**src/rtl/countdown_timer_if.sv**
```systemverilog
// Bus bundle for countdown_timer: load/control inputs from the sequencer,
// registered count/status back to it.
interface countdown_timer_if #(
    parameter int unsigned WIDTH = 16
);
    logic             load;
    logic [WIDTH-1:0] load_value;
    logic             enable;
    logic             reload_mode;
    logic [WIDTH-1:0] count;
    logic             busy;
    logic             done;

    modport master (
        output load, load_value, enable, reload_mode,
        input  count, busy, done
    );

    modport slave (
        input  load, load_value, enable, reload_mode,
        output count, busy, done
    );
endinterface

```
**src/rtl/countdown_timer.sv**
```systemverilog
// Loadable down-counter with a one-cycle terminal-count pulse and optional
// auto-reload from the last loaded (clamped) value.
module countdown_timer #(
    parameter int unsigned WIDTH      = 16,
    parameter int unsigned MAX_AMOUNT = 69
) (
    input  logic                  clk,
    input  logic                  reset,
    countdown_timer_if.slave      bus
);
    localparam logic [WIDTH-1:0] MAX_V = WIDTH'(MAX_AMOUNT);
    localparam logic [WIDTH-1:0] ONE   = WIDTH'(1);

    typedef enum logic {
        IDLE,
        RUN
    } state_e;

    state_e           state_q, state_d;
    logic [WIDTH-1:0] count_q, count_d;
    logic [WIDTH-1:0] rl_q,    rl_d;
    logic             done_q,  done_d;
    logic             busy_q,  busy_d;
    logic [WIDTH-1:0] clamped_v;

    always_comb begin
        clamped_v = (bus.load_value > MAX_V) ? MAX_V : bus.load_value;
    end

    // A load wins over an expiry on the same edge, so the pulse is suppressed.
    always_comb begin
        state_d = state_q;
        count_d = count_q;
        rl_d    = rl_q;
        done_d  = 1'b0;
        if (bus.load) begin
            rl_d    = clamped_v;
            count_d = clamped_v;
            state_d = (clamped_v != '0) ? RUN : IDLE;
        end else if (state_q == RUN && bus.enable) begin
            if (count_q == ONE) begin
                done_d = 1'b1;
                if (bus.reload_mode) begin
                    count_d = rl_q;
                end else begin
                    count_d = '0;
                    state_d = IDLE;
                end
            end else begin
                count_d = count_q - ONE;
            end
        end
        busy_d = (state_d == RUN);
    end

    always_ff @(posedge clk) begin
        if (reset) begin
            state_q <= IDLE;
            count_q <= '0;
            rl_q    <= '0;
            done_q  <= 1'b0;
            busy_q  <= 1'b0;
        end else begin
            state_q <= state_d;
            count_q <= count_d;
            rl_q    <= rl_d;
            done_q  <= done_d;
            busy_q  <= busy_d;
        end
    end

    assign bus.count = count_q;
    assign bus.busy  = busy_q;
    assign bus.done  = done_q;

    a_count_ceiling: assert property (@(posedge clk) disable iff (reset)
        count_q <= MAX_V);
    a_run_nonzero: assert property (@(posedge clk) disable iff (reset)
        (state_q == RUN) |-> (count_q != '0));
endmodule

```
**src/flat_wrapper.sv**
```systemverilog
// flat-port wrapper written by rule: the top's interface ports become plain ports
module countdown_timer_flat 
#(
    parameter int unsigned WIDTH      = 16,
    parameter int unsigned MAX_AMOUNT = 69
)
  (clk, reset, bus_load, bus_load_value, bus_enable, bus_reload_mode, bus_count, bus_busy, bus_done);
  countdown_timer_if #(.WIDTH(WIDTH)) bus_i ();
  input  logic clk;
  input  logic reset;
  input wire logic [$bits(bus_i.load)-1:0] bus_load;
  input wire logic [$bits(bus_i.load_value)-1:0] bus_load_value;
  input wire logic [$bits(bus_i.enable)-1:0] bus_enable;
  input wire logic [$bits(bus_i.reload_mode)-1:0] bus_reload_mode;
  output wire logic [$bits(bus_i.count)-1:0] bus_count;
  output wire logic [$bits(bus_i.busy)-1:0] bus_busy;
  output wire logic [$bits(bus_i.done)-1:0] bus_done;
  assign bus_i.load = bus_load;
  assign bus_i.load_value = bus_load_value;
  assign bus_i.enable = bus_enable;
  assign bus_i.reload_mode = bus_reload_mode;
  assign bus_count = bus_i.count;
  assign bus_busy = bus_i.busy;
  assign bus_done = bus_i.done;
  countdown_timer #(.WIDTH(WIDTH), .MAX_AMOUNT(MAX_AMOUNT)) u_core (.clk(clk), .reset(reset), .bus(bus_i));
endmodule
```
**config.mk**
```make
export PLATFORM = sky130hd
export DESIGN_NAME = countdown_timer_flat
export DESIGN_NICKNAME = d
export VERILOG_FILES = /design/src/rtl/countdown_timer_if.sv /design/src/rtl/countdown_timer.sv /design/src/flat_wrapper.sv
export SDC_FILE = /design/constraint.sdc
export NUM_CORES = 1
export LEC_CHECK = 0
export CAP_MARGIN = 20
export CORE_MARGIN = 3
export CORE_UTILIZATION = 32
export DETAILED_ROUTE_END_ITERATION = 16
export GPL_TIMING_DRIVEN = 0
export SLEW_MARGIN = 20
export SYNTH_ARGS = -nofsm -noshare
export SYNTH_HDL_FRONTEND = slang
export SYNTH_SLANG_ARGS = --single-unit
```
**constraint.sdc**
```tcl
create_clock -name clk -period 2.65 [get_ports clk]
set_clock_uncertainty 0.05 [all_clocks]
set_input_delay 0.53 -clock clk [delete_from_list [all_inputs] [get_ports clk]]
set_output_delay 0.53 -clock clk [all_outputs]
set_load 0.02 [all_outputs]
```
**Word-level counts from Yosys, hierarchy flattened**

Index checks and enable logic that the tools add are counted.

- Output and inout bits: 18
- RAM bits: 0
- Bits in registers: 34
- Word-level logic and storage cells: 26
- Memories: 0
- Bits in read-only memories: 0
- Input bits: 21
- Latch bits: 0

- Equal/unequal tests: 2
- Add/subtract/negate cells: 1
- Mux-type cells: 11
- Shift-type cells: 0
- $lt $le $gt $ge: 1
- Multiply operators: 0
- Bitwise gates (word level): 1
- Reductions and logical operators: 6
- Divide/modulo/power cells: 0

Operators by type and width:

| cell | count |
|---|---|
| 16-bit 2-to-1 mux | 5 |
| 16-bit by 1-bit equality test with 1-bit output (second input constant) | 1 |
| 16-bit by 7-bit greater-than comparator with 1-bit output (second input constant) | 1 |
| 16-bit nonzero test | 1 |
| 16-bit by 1-bit subtractor with 16-bit output (second input constant) | 1 |
| 1-bit 2-to-1 mux | 6 |
| 2-bit nonzero test | 2 |
| 3-bit AND reduction | 1 |
| 3-bit OR reduction | 1 |
| 2-bit inequality test (second input constant) | 1 |
| 1-bit logical AND | 1 |
| 1-bit NOT | 1 |

**Logic depth before layout (Yosys ltp)**

Gate-level depths: netlist (run 1).

- Depth in word-level cells: 5
- Depth in mapped cells: 9
- Gate-level depth less buffers: 7

**Worst setup path before layout (run 1)**

No wires, ideal clock.

- Kind: flip-flop to flip-flop
- Start point: register u_core.count_q[10] (netlist: u_core.bus.count[10])
- End point: register u_core.count_q[10] (netlist: u_core.bus.count[10])
- Library setup time: 0.117 ns
- Stages on the path, launching flop included: 8
- Data arrival time: 1.917 ns
- Required time: 2.483 ns
- Path slack: 0.565 ns
- Buffers on the path: 2
- Cell sequence: dfxtp_1 > or4_4 > nor3_4 > and2_1 > buf_4 > buf_6 > o31ai_1 > a32o_1

- Word-level cells in the longest chain between the ends: 4
- Elaborated cells between the ends (all ways): 5
- Those cells by class: 1 x add/sub; 1 x eq/ne; 3 x mux

Ends and longest elaborated chain:

| what | line | source |
|---|---|---|
| start, declared | countdown_timer.sv:20 | `logic [WIDTH-1:0] count_q, count_d;` |
| start signal, assigned | countdown_timer.sv:65 | `count_q <= count_d;` |
| 16-bit by 1-bit subtractor with 16-bit output or 16-bit by 1-bit equality test with 1-bit output (tied branches) | countdown_timer.sv:50, countdown_timer.sv:41 |  |
| 16-bit 2-to-1 mux (*) | countdown_timer.sv:41 | `if (count_q == ONE) begin` |
| 16-bit 2-to-1 mux (*) | countdown_timer.sv:40 | `end else if (state_q == RUN && bus.enable) begin` |
| 16-bit 2-to-1 mux (*) | countdown_timer.sv:36 | `if (bus.load) begin` |

Every way passes the cells marked *; elsewhere a longest branch is shown, timed or not. The select of a mux whose other input is x is not followed.
A chain may end at the register's enable or synchronous reset.

**Worst setup path after layout (run 1)**

- Start point: register u_core.count_q[3] (netlist: u_core.bus.count[3])
- End point: register u_core.count_q[6] (netlist: u_core.bus.count[6])

The elaborated chain is that of the path after synthesis.

==> impl_metrics.xml, run 1 <==
<?xml version="1.0" encoding="UTF-8"?>
<metrics>
  <group name="floorplanning">
    <metric name="die-area" unit="mm^2">0.00664</metric>
    <metric name="ioPinCount" unit="">39</metric>
    <metric name="floorplan.die.height" unit="um">81.5</metric>
    <metric name="design.core.area" unit="mm^2">0.00530</metric>
    <metric name="floorplan.initialDensity" unit="%">34.4</metric>
    <metric name="core.rowCount" unit="">26</metric>
    <metric name="die_w" unit="um">81.5</metric>
  </group>
  <group name="timing">
    <metric name="setup_total_negative_slack" unit="ns">0</metric>
    <metric name="final_max_slew_viol_count" unit="">0</metric>
    <metric name="timing.fmax" unit="MHz">412</metric>
    <metric name="report.final.hold_viol_count" unit="">0</metric>
    <metric name="timing.final.crit_share" unit="%">91.5</metric>
    <metric name="grt_setup_unrepaired" unit="">no</metric>
    <metric name="final-setup-viol-count" unit="">0</metric>
    <metric name="worst-slew-pin-transition" unit="ns">0.708</metric>
    <metric name="slew_headroom" unit="%">52.5</metric>
    <metric name="whs" unit="ns">0.410</metric>
    <metric name="period_needed" unit="ns">2.43</metric>
  </group>
  <group name="flow_run">
    <metric name="maxCapViolations" unit="">0</metric>
  </group>
  <group name="worst_setup_path">
    <metric name="highest_delay_cell_along_the_critical_path" unit="">sky130_fd_sc_hd__nor4_1</metric>
    <metric name="worstPathCellList" unit="">nor4_1, and3_1, clkbuf_1, and2_1, buf_4, buf_6, nand4_1, a31oi_1</metric>
    <metric name="cp.arrival" unit="ns">2.57</metric>
    <metric name="worst-path-max-fanout" unit="">10</metric>
    <metric name="worstPathRequired" unit="ns">2.80</metric>
    <metric name="cp-start-kind" unit="">flip-flop</metric>
    <metric name="critPathCaptureType" unit="">flip-flop</metric>
    <metric name="worst_setup_path_type" unit="">flip-flop to flip-flop</metric>
    <metric name="category_of_cells_accounting_for_the_largest_share_of_critical_path_delay" unit="">simple AND/OR/NAND/NOR gates</metric>
    <metric name="critical_path.n_buffers_inverters" unit="">3</metric>
    <metric name="crit_path_max_incr_delay" unit="ns">0.53</metric>
  </group>
  <group name="global_route">
    <metric name="first_global_vias" unit="">1746</metric>
    <metric name="track_usage" unit="%">16.6</metric>
    <metric name="global_route_wire_length_before_repair" unit="um">8480</metric>
    <metric name="overflow_left_after_global_routing" unit="">0</metric>
    <metric name="busiest_layer" unit="">met2</metric>
    <metric name="globalRouteMet3Util" unit="%">3.18</metric>
    <metric name="global_route.usage.met2" unit="%">24.4</metric>
    <metric name="grt_start_max_net_pins" unit="">11</metric>
    <metric name="met1_usage" unit="%">24.0</metric>
    <metric name="antenna_found_initial" unit="">0</metric>
  </group>
  <group name="route">
    <metric name="drt_drc_violations_left" unit="">0</metric>
    <metric name="via_count" unit="">1807</metric>
    <metric name="number_of_iterations_in_the_first_detailed_routing_pass" unit="">4</metric>
    <metric name="drt-vias-per-instance" unit="">5.35</metric>
    <metric name="ant_nets" unit="">0</metric>
    <metric name="drt-wirelength-per-cell" unit="um">15.5</metric>
    <metric name="first_iter_violations" unit="">166</metric>
    <metric name="detail_route.wirelength" unit="um">5240</metric>
  </group>
  <group name="logic_synthesis">
    <metric name="post_synth_inst_count" unit="">226</metric>
    <metric name="yosys_most_used_dff" unit="">sky130_fd_sc_hd__dfxtp_1</metric>
    <metric name="synth.net_count" unit="">249</metric>
    <metric name="flip_flop_and_latch_count_after_synthesis" unit="">34</metric>
    <metric name="synth_enable_flop_cells" unit="">0</metric>
    <metric name="yosysSeqAreaShare" unit="%">37.3</metric>
    <metric name="ys_warn_count" unit="">0</metric>
    <metric name="synth-async-reset-ratio" unit="%">0</metric>
    <metric name="syn-mean-instance-area" unit="um^2">8.07</metric>
    <metric name="yosys.cell_types.count" unit="">52</metric>
    <metric name="syn-cell-area" unit="mm^2">0.00182</metric>
  </group>
  <group name="clocking">
    <metric name="number_of_post_cts_setup_repair_buffers" unit="">0</metric>
    <metric name="numCtsBuffers" unit="">5</metric>
    <metric name="tritoncts" unit="">built</metric>
    <metric name="root_buffer" unit="">sky130_fd_sc_hd__clkbuf_8</metric>
    <metric name="clock-sinks" unit="">34</metric>
    <metric name="post_cts_hold_buffer_count" unit="">0</metric>
    <metric name="clk_latency" unit="ns">0.28</metric>
    <metric name="clockBufferDepth" unit="">2</metric>
    <metric name="cts.clk_slew.worst_paths" unit="ns">0.06</metric>
    <metric name="cts.htree.levels" unit="">2</metric>
    <metric name="postCtsResizedCells" unit="">0</metric>
  </group>
  <group name="power">
    <metric name="cellLeakagePower" unit="nW">0.847</metric>
    <metric name="power_density" unit="mW/mm^2">480</metric>
    <metric name="worst_ir_drop_vdd" unit="mV">0.282</metric>
    <metric name="design_power_total" unit="mW">1.12</metric>
  </group>
  <group name="layout">
    <metric name="layout.cells.most_common_list" unit="">sky130_fd_sc_hd__clkdlybuf4s50_1 (35), sky130_fd_sc_hd__dfxtp_1 (34), sky130_fd_sc_hd__nor2_1 (21)</metric>
    <metric name="final_layout_size_suffix_gt1_share" unit="%">7.46</metric>
    <metric name="flow.area_growth_from_synthesis" unit="%">28.2</metric>
    <metric name="mostFrequentLayoutCell" unit="">sky130_fd_sc_hd__clkdlybuf4s50_1</metric>
    <metric name="insertedDiodeCount" unit="">0</metric>
    <metric name="final_net_count" unit="">291</metric>
  </group>
  <group name="place">
    <metric name="detailedPlacementHpwl" unit="um">3930</metric>
    <metric name="globalplace.congestion" unit="">0.843</metric>
    <metric name="portBuffers" unit="">35</metric>
  </group>
  <group name="worst_hold_path">
    <metric name="min-delay-path-class" unit="">flip-flop to flip-flop</metric>
  </group>
  <group name="outcome">
    <metric name="run_status" unit="">finished, final reports clean</metric>
  </group>
</metrics>
==> synthesized netlist by cell type (all sizes together), types with 4 or more instances <==
| master | instances | area share (%) |
|---|---|---|
| buf | 6 | 2.1 |
| nand3 | 8 | 2.2 |
| o21ai | 8 | 2.2 |
| nor4 | 4 | 1.7 |
| nor3 | 11 | 3.9 |
| nor2b | 4 | 1.4 |
| nand2 | 15 | 3.1 |
| nand4 | 9 | 3.1 |
| a21oi | 20 | 5.5 |
| inv | 8 | 1.6 |
| clkbuf | 10 | 2.1 |
| a31oi | 7 | 2.4 |
| and2 | 12 | 4.1 |
| dfxtp | 34 | 37 |
| o31ai | 4 | 1.6 |
| nor2 | 21 | 4.3 |
==> power breakdown <==
group / switching, mW / total, mW / internal, mW
combinational: 0.131 / 0.230 / 0.0993
clock: 0.171 / 0.351 / 0.181
sequential: 0.0155 / 0.539 / 0.524
==> worst paths after layout <==
| kind | from | to | slack (ns) | cells past startpoint |
|---|---|---|---|---|
| min reg2reg | u_core.rl_q[15] | u_core.rl_q[15] | 0.41 | 1 |
| min | u_core.rl_q[15] | u_core.rl_q[15] | 0.41 | 1 |
| max | u_core.bus.count[3] | u_core.bus.count[6] | 0.22 | 8 |
| max reg2reg | u_core.bus.count[3] | u_core.bus.count[6] | 0.22 | 8 |
==> logic make-up after synthesis <==
group | Yosys count | share of synthesized area [%]
AO/OA/AOI/OAI | 65 | 24.4
adder cells (fa/ha/maj) | 2 | 1.37
flip-flops | 34 | 37.3
XOR/XNOR | 3 | 1.44
buffers and inverters | 24 | 5.83
multiplexers | 1 | 0.549
AND/OR/NAND/NOR | 97 | 29.0
==> metal layers <==
layer	wire length (um)	up-vias
met5	0	-
met4	90	0
met3	271	9
met2	2340	51
met1	2530	834
li1	-	913
==> per-stage QoR <==
stage | util (%) | cell area [um^2] | std cells | setup slack (ns)
2_1_floorplan | - | 1820 | 226 | 0.565
3_3_place_gp | 42.6 | 2260 | 331 | 0.239
3_5_place_dp | 42.6 | 2260 | 331 | 0.214
4_1_cts | 44.1 | 2340 | 338 | 0.283
5_1_grt | 44.1 | 2340 | 338 | 0.126
6_report | 44.1 | 2340 | 338 | 0.224
==> registers in the layout, indices dropped and copies added (netlist names) <==
| register | cells |
|---|---|
| u_core.bus.count | 16 |
| u_core.rl_q | 16 |
| u_core.bus.done | 1 |
| u_core.state_q | 1 |
==> area by class of cell <==
type,count,area (um^2)
fill,544,2970
buffer,16,76.3
inverter,8,30.0
tap,70,87.6
clock buffer,7,76.3
multi-input combinational,168,1040
sequential,34,681
timing repair buffer,35,350
Power figures use the tool's default switching activity.
==> inputs of run 2 (changes only) <==
--- a/config.mk
+++ b/config.mk
@@ -8,8 +8,8 @@
 export CAP_MARGIN = 20
 export CORE_MARGIN = 3
 export CORE_UTILIZATION = 32
+export CTS_CLUSTER_SIZE = 8
 export DETAILED_ROUTE_END_ITERATION = 16
-export GPL_TIMING_DRIVEN = 0
 export SLEW_MARGIN = 20
 export SYNTH_ARGS = -nofsm -noshare
 export SYNTH_HDL_FRONTEND = slang
==> impl_metrics.xml, run 2 (synthesis results as in run 1) <==
<?xml version="1.0" encoding="UTF-8"?>
<metrics>
  <group name="timing">
    <metric name="report.final.hold_viol_count" unit="">0</metric>
    <metric name="worst-slew-pin-transition" unit="ns">0.633</metric>
    <metric name="timing.final.crit_share" unit="%">87.6</metric>
    <metric name="period_needed" unit="ns">2.32</metric>
    <metric name="timing.fmax" unit="MHz">431</metric>
    <metric name="setup_total_negative_slack" unit="ns">0</metric>
    <metric name="grt_setup_unrepaired" unit="">no</metric>
    <metric name="whs" unit="ns">0.413</metric>
    <metric name="slew_headroom" unit="%">57.4</metric>
    <metric name="final-setup-viol-count" unit="">0</metric>
    <metric name="final_max_slew_viol_count" unit="">0</metric>
  </group>
  <group name="layout">
    <metric name="fillers" unit="">524</metric>
    <metric name="final_net_count" unit="">293</metric>
    <metric name="layout.cells.most_common_list" unit="">sky130_fd_sc_hd__clkdlybuf4s50_1 (38), sky130_fd_sc_hd__dfxtp_1 (34), sky130_fd_sc_hd__nor2_1 (21)</metric>
    <metric name="final_layout_size_suffix_gt1_share" unit="%">11.4</metric>
    <metric name="mostFrequentLayoutCell" unit="">sky130_fd_sc_hd__clkdlybuf4s50_1</metric>
    <metric name="insertedDiodeCount" unit="">0</metric>
    <metric name="flow.area_growth_from_synthesis" unit="%">32.7</metric>
  </group>
  <group name="outcome">
    <metric name="run_status" unit="">finished, final reports clean</metric>
  </group>
  <group name="worst_setup_path">
    <metric name="worstPathRequired" unit="ns">2.78</metric>
    <metric name="r2r-start" unit="">u_core.bus.count[3]</metric>
    <metric name="category_of_cells_accounting_for_the_largest_share_of_critical_path_delay" unit="">simple AND/OR/NAND/NOR gates</metric>
    <metric name="worst-path-max-fanout" unit="">8</metric>
    <metric name="worstRegToRegCells" unit="">6</metric>
    <metric name="crit-reg2reg-capture" unit="">u_core.bus.count[10]</metric>
    <metric name="reg2reg_setup_slack" unit="ns">0.33</metric>
    <metric name="worst_setup_path_type" unit="">flip-flop to flip-flop</metric>
    <metric name="highest_delay_cell_along_the_critical_path" unit="">sky130_fd_sc_hd__nor4_1</metric>
    <metric name="worstPathCellList" unit="">nor4_1, and3_1, and2_1, buf_4, o21ai_0, a32o_1</metric>
    <metric name="crit_path_max_incr_delay" unit="ns">0.61</metric>
    <metric name="critical_path.n_buffers_inverters" unit="">1</metric>
    <metric name="critPathCaptureType" unit="">flip-flop</metric>
    <metric name="cp.arrival" unit="ns">2.45</metric>
    <metric name="cp-start-kind" unit="">flip-flop</metric>
  </group>
  <group name="clocking">
    <metric name="clock-sinks" unit="">34</metric>
    <metric name="numCtsBuffers" unit="">5</metric>
    <metric name="post_cts_hold_buffer_count" unit="">0</metric>
    <metric name="cts.clk_slew.worst_paths" unit="ns">0.07</metric>
    <metric name="clockBufferDepth" unit="">2</metric>
    <metric name="number_of_post_cts_setup_repair_buffers" unit="">0</metric>
    <metric name="clk_latency" unit="ns">0.28</metric>
    <metric name="postCtsResizedCells" unit="">0</metric>
    <metric name="tritoncts" unit="">built</metric>
    <metric name="root_buffer" unit="">sky130_fd_sc_hd__clkbuf_8</metric>
    <metric name="cts.htree.levels" unit="">2</metric>
  </group>
  <group name="global_route">
    <metric name="global_route_wire_length_before_repair" unit="um">8390</metric>
    <metric name="track_usage" unit="%">16.4</metric>
    <metric name="first_global_vias" unit="">1710</metric>
    <metric name="antenna_found_initial" unit="">0</metric>
    <metric name="grt_start_max_net_pins" unit="">20</metric>
    <metric name="overflow_left_after_global_routing" unit="">0</metric>
  </group>
  <group name="flow_run">
    <metric name="maxCapViolations" unit="">0</metric>
  </group>
  <group name="worst_hold_path">
    <metric name="min_to" unit="">u_core.rl_q[15]</metric>
    <metric name="min-delay-start" unit="">u_core.rl_q[15]</metric>
    <metric name="hold_path_depth" unit="">1</metric>
    <metric name="min-delay-path-class" unit="">flip-flop to flip-flop</metric>
  </group>
  <group name="route">
    <metric name="drt_drc_violations_left" unit="">0</metric>
    <metric name="first_iter_violations" unit="">121</metric>
    <metric name="number_of_iterations_in_the_first_detailed_routing_pass" unit="">4</metric>
    <metric name="drt-vias-per-instance" unit="">5.39</metric>
    <metric name="detail_route.wirelength" unit="um">5170</metric>
    <metric name="via_count" unit="">1838</metric>
    <metric name="drt-wirelength-per-cell" unit="um">15.2</metric>
    <metric name="ant_nets" unit="">0</metric>
  </group>
  <group name="place">
    <metric name="portBuffers" unit="">38</metric>
    <metric name="detailedPlacementHpwl" unit="um">3740</metric>
    <metric name="globalplace.congestion" unit="">0.787</metric>
  </group>
  <group name="floorplanning">
    <metric name="core.rowCount" unit="">26</metric>
    <metric name="die-area" unit="mm^2">0.00664</metric>
    <metric name="die_w" unit="um">81.5</metric>
    <metric name="ioPinCount" unit="">39</metric>
    <metric name="design.core.area" unit="mm^2">0.00530</metric>
    <metric name="floorplan.initialDensity" unit="%">34.4</metric>
    <metric name="floorplan.die.height" unit="um">81.5</metric>
  </group>
  <group name="power">
    <metric name="cellLeakagePower" unit="nW">0.903</metric>
    <metric name="power_density" unit="mW/mm^2">488</metric>
    <metric name="worst_ir_drop_vdd" unit="mV">0.261</metric>
  </group>
</metrics>
[run 2: power breakdown]
| group | switching [mW] | internal, mW | total, mW |
|---|---|---|---|
| logic | 0.131 | 0.111 | 0.242 |
| registers | 0.0154 | 0.524 | 0.539 |
| clock network | 0.189 | 0.210 | 0.398 |
| total | 0.335 | 0.845 | 1.18 |
[run 2: area by class of cell]
type	count	area, um^2	share of cell area (%)
Multi-Input combinational cell	168	1040	42.8
Tap cell	70	87.6	3.62
Timing Repair Buffer	53	493	20.4
Sequential cell	34	681	28.1
Clock inverter	1	5.00	0.207
Clock buffer	7	86.3	3.57
Inverter	8	30.0	1.24
[run 2: worst max-delay path by stage]
stage	slack, ns	cells past startpoint	to	start
finish	0.33	6	u_core.bus.count[10]	u_core.bus.count[3]
global route	0.18	6	u_core.bus.count[10]	u_core.bus.count[3]
CTS	0.33	6	u_core.bus.count[10]	u_core.bus.count[3]
detailed placement	0.25	6	u_core.bus.count[3]	bus_load
global placement	0.30	6	u_core.bus.count[3]	bus_load
floorplan	0.57	7	u_core.bus.count[10]	u_core.bus.count[10]
[run 2: per-stage QoR]
stage | cells | cell area, um^2 | setup slack (ns) | power [mW] | util, %
after floorplan | 226 | 1820 | 0.565 | 0.691 | -
after global placement | 333 | 2330 | 0.301 | 0.789 | 43.9
after detailed placement | 333 | 2330 | 0.249 | 0.790 | 43.9
after CTS | 341 | 2420 | 0.330 | 1.19 | 45.6
after global routing | 341 | 2420 | 0.184 | 1.24 | 45.6
final | 341 | 2420 | 0.329 | 1.18 | 45.6
[run 2: metal layers]
metal | share of wire, % | wire length (um) | track usage (%)
met5 | 0 | 0 | 0
met3 | 4.2 | 216 | 3.07
met2 | 46 | 2370 | 23.9
met1 | 49 | 2530 | 23.6
met4 | 1.1 | 59 | 6.76
==> inputs of run 3 (changes only) <==
--- a/config.mk
+++ b/config.mk
@@ -8,6 +8,7 @@
 export CAP_MARGIN = 20
 export CORE_MARGIN = 3
 export CORE_UTILIZATION = 32
+export CTS_BUF_LIST = sky130_fd_sc_hd__clkbuf_4 sky130_fd_sc_hd__clkbuf_8
 export CTS_CLUSTER_SIZE = 8
 export DETAILED_ROUTE_END_ITERATION = 16
 export SLEW_MARGIN = 20
==> impl_metrics.xml, run 3 (synthesis results as in run 1) <==
<?xml version="1.0" encoding="UTF-8"?>
<metrics>
  <group name="timing">
    <metric name="slew_headroom" unit="%">59.0</metric>
    <metric name="final_max_slew_viol_count" unit="">0</metric>
    <metric name="final-setup-viol-count" unit="">0</metric>
    <metric name="timing.fmax" unit="MHz">433</metric>
    <metric name="worst-slew-pin-transition" unit="ns">0.609</metric>
    <metric name="final.setup.worst_slack" unit="ns">0.339</metric>
    <metric name="whs" unit="ns">0.413</metric>
    <metric name="grt_setup_unrepaired" unit="">no</metric>
    <metric name="period_needed" unit="ns">2.31</metric>
    <metric name="report.final.hold_viol_count" unit="">0</metric>
    <metric name="timing.final.crit_share" unit="%">87.2</metric>
    <metric name="setup_total_negative_slack" unit="ns">0</metric>
  </group>
  <group name="route">
    <metric name="first_iter_violations" unit="">147</metric>
    <metric name="drt-vias-per-instance" unit="">5.40</metric>
    <metric name="detail_route.wirelength" unit="um">5150</metric>
    <metric name="number_of_iterations_in_the_first_detailed_routing_pass" unit="">4</metric>
    <metric name="drt-wirelength-per-cell" unit="um">15.1</metric>
    <metric name="via_count" unit="">1842</metric>
    <metric name="drt_drc_violations_left" unit="">0</metric>
    <metric name="ant_nets" unit="">0</metric>
  </group>
  <group name="power">
    <metric name="power_density" unit="mW/mm^2">490</metric>
    <metric name="design_power_total" unit="mW">1.19</metric>
    <metric name="cellLeakagePower" unit="nW">0.907</metric>
    <metric name="worst_ir_drop_vdd" unit="mV">0.261</metric>
  </group>
  <group name="layout">
    <metric name="final_core_utilization" unit="%">45.7</metric>
    <metric name="non_filler_instance_count_after_layout" unit="">341</metric>
    <metric name="flow.area_growth_from_synthesis" unit="%">32.9</metric>
    <metric name="final_layout_size_suffix_gt1_share" unit="%">11.8</metric>
    <metric name="mostFrequentLayoutCell" unit="">sky130_fd_sc_hd__clkdlybuf4s50_1</metric>
    <metric name="insertedDiodeCount" unit="">0</metric>
    <metric name="final_net_count" unit="">293</metric>
    <metric name="design_area" unit="mm^2">0.00242</metric>
    <metric name="layout.cells.most_common_list" unit="">sky130_fd_sc_hd__clkdlybuf4s50_1 (38), sky130_fd_sc_hd__dfxtp_1 (34), sky130_fd_sc_hd__nor2_1 (21)</metric>
  </group>
  <group name="floorplanning">
    <metric name="floorplan.die.height" unit="um">81.5</metric>
    <metric name="core.rowCount" unit="">26</metric>
    <metric name="ioPinCount" unit="">39</metric>
    <metric name="die-area" unit="mm^2">0.00664</metric>
    <metric name="die_w" unit="um">81.5</metric>
    <metric name="design.core.area" unit="mm^2">0.00530</metric>
    <metric name="floorplan.initialDensity" unit="%">34.4</metric>
  </group>
  <group name="clocking">
    <metric name="number_of_post_cts_setup_repair_buffers" unit="">0</metric>
    <metric name="post_cts_hold_buffer_count" unit="">0</metric>
    <metric name="numCtsBuffers" unit="">5</metric>
    <metric name="clk_latency" unit="ns">0.28</metric>
    <metric name="tritoncts" unit="">built</metric>
    <metric name="clock-sinks" unit="">34</metric>
    <metric name="postCtsResizedCells" unit="">0</metric>
    <metric name="cts.htree.levels" unit="">2</metric>
    <metric name="root_buffer" unit="">sky130_fd_sc_hd__clkbuf_8</metric>
    <metric name="clockBufferDepth" unit="">2</metric>
    <metric name="cts.clk_slew.worst_paths" unit="ns">0.07</metric>
  </group>
  <group name="global_route">
    <metric name="first_global_vias" unit="">1709</metric>
    <metric name="overflow_left_after_global_routing" unit="">0</metric>
    <metric name="global_route_wire_length_before_repair" unit="um">8420</metric>
    <metric name="track_usage" unit="%">16.4</metric>
    <metric name="grt_start_max_net_pins" unit="">20</metric>
    <metric name="antenna_found_initial" unit="">0</metric>
  </group>
  <group name="worst_setup_path">
    <metric name="worst-path-max-fanout" unit="">8</metric>
    <metric name="cp.arrival" unit="ns">2.43</metric>
    <metric name="cp-start-kind" unit="">flip-flop</metric>
    <metric name="worstPathRequired" unit="ns">2.77</metric>
    <metric name="setup_crit_start" unit="">u_core.bus.count[3]</metric>
    <metric name="worst_setup_path_type" unit="">flip-flop to flip-flop</metric>
    <metric name="critPathCaptureType" unit="">flip-flop</metric>
    <metric name="r2r-start" unit="">u_core.bus.count[3]</metric>
  </group>
  <group name="place">
    <metric name="place_ws" unit="ns">0.249</metric>
    <metric name="detailedPlacementHpwl" unit="um">3740</metric>
    <metric name="portBuffers" unit="">38</metric>
    <metric name="placed_area" unit="mm^2">0.00233</metric>
    <metric name="placed_cells_incl_taps" unit="">333</metric>
    <metric name="globalplace.congestion" unit="">0.787</metric>
  </group>
  <group name="worst_hold_path">
    <metric name="min-delay-path-class" unit="">flip-flop to flip-flop</metric>
    <metric name="min-delay-start" unit="">u_core.rl_q[15]</metric>
  </group>
  <group name="flow_run">
    <metric name="maxCapViolations" unit="">0</metric>
  </group>
  <group name="outcome">
    <metric name="run_status" unit="">finished, final reports clean</metric>
  </group>
</metrics>
run 3: cell count changes in the layout (fill, tap and decap cells not counted):
cell                       before  now
sky130_fd_sc_hd__clkbuf_4       0    1
sky130_fd_sc_hd__clkbuf_1       1    0
run 3: report_power, final:
group / internal [mW] / switching, mW
Sequential: 0.524 / 0.0155
Combinational: 0.112 / 0.131
Clock: 0.220 / 0.186
run 3: area by class of cell:
cell class                 count  area [um^2]
multi-input combinational    168         1040
sequential                    34          681
timing repair buffer          53          493
tap                           70         87.6
fill                         524         2880
inverter                       8         30.0
clock buffer                   7         90.1
clock inverter                 1         5.00
run 3: per-layer routing:
layer	vias to the layer above	track usage (%)	routed length (um)
li1	926	-	-
met1	865	23.7	2500
met2	47	23.9	2370
met3	4	3.07	229
met4	0	6.76	59
met5	-	0	0
run 3: worst paths after layout:
path	slack (ns)	to	cells past startpoint
min reg2reg	0.41	u_core.rl_q[15]	1
max	0.34	u_core.bus.count[10]	6
min	0.41	u_core.rl_q[15]	1
max reg2reg	0.34	u_core.bus.count[10]	6
run 3: critical path: stages, from the launching register on:
cell and delay, ns:
sky130_fd_sc_hd__dfxtp_1 0.38, sky130_fd_sc_hd__nor4_1 0.59, sky130_fd_sc_hd__and3_1 0.46, sky130_fd_sc_hd__and2_1 0.20, sky130_fd_sc_hd__buf_4 0.16, sky130_fd_sc_hd__o21ai_0 0.09
sky130_fd_sc_hd__a32o_1 0.27
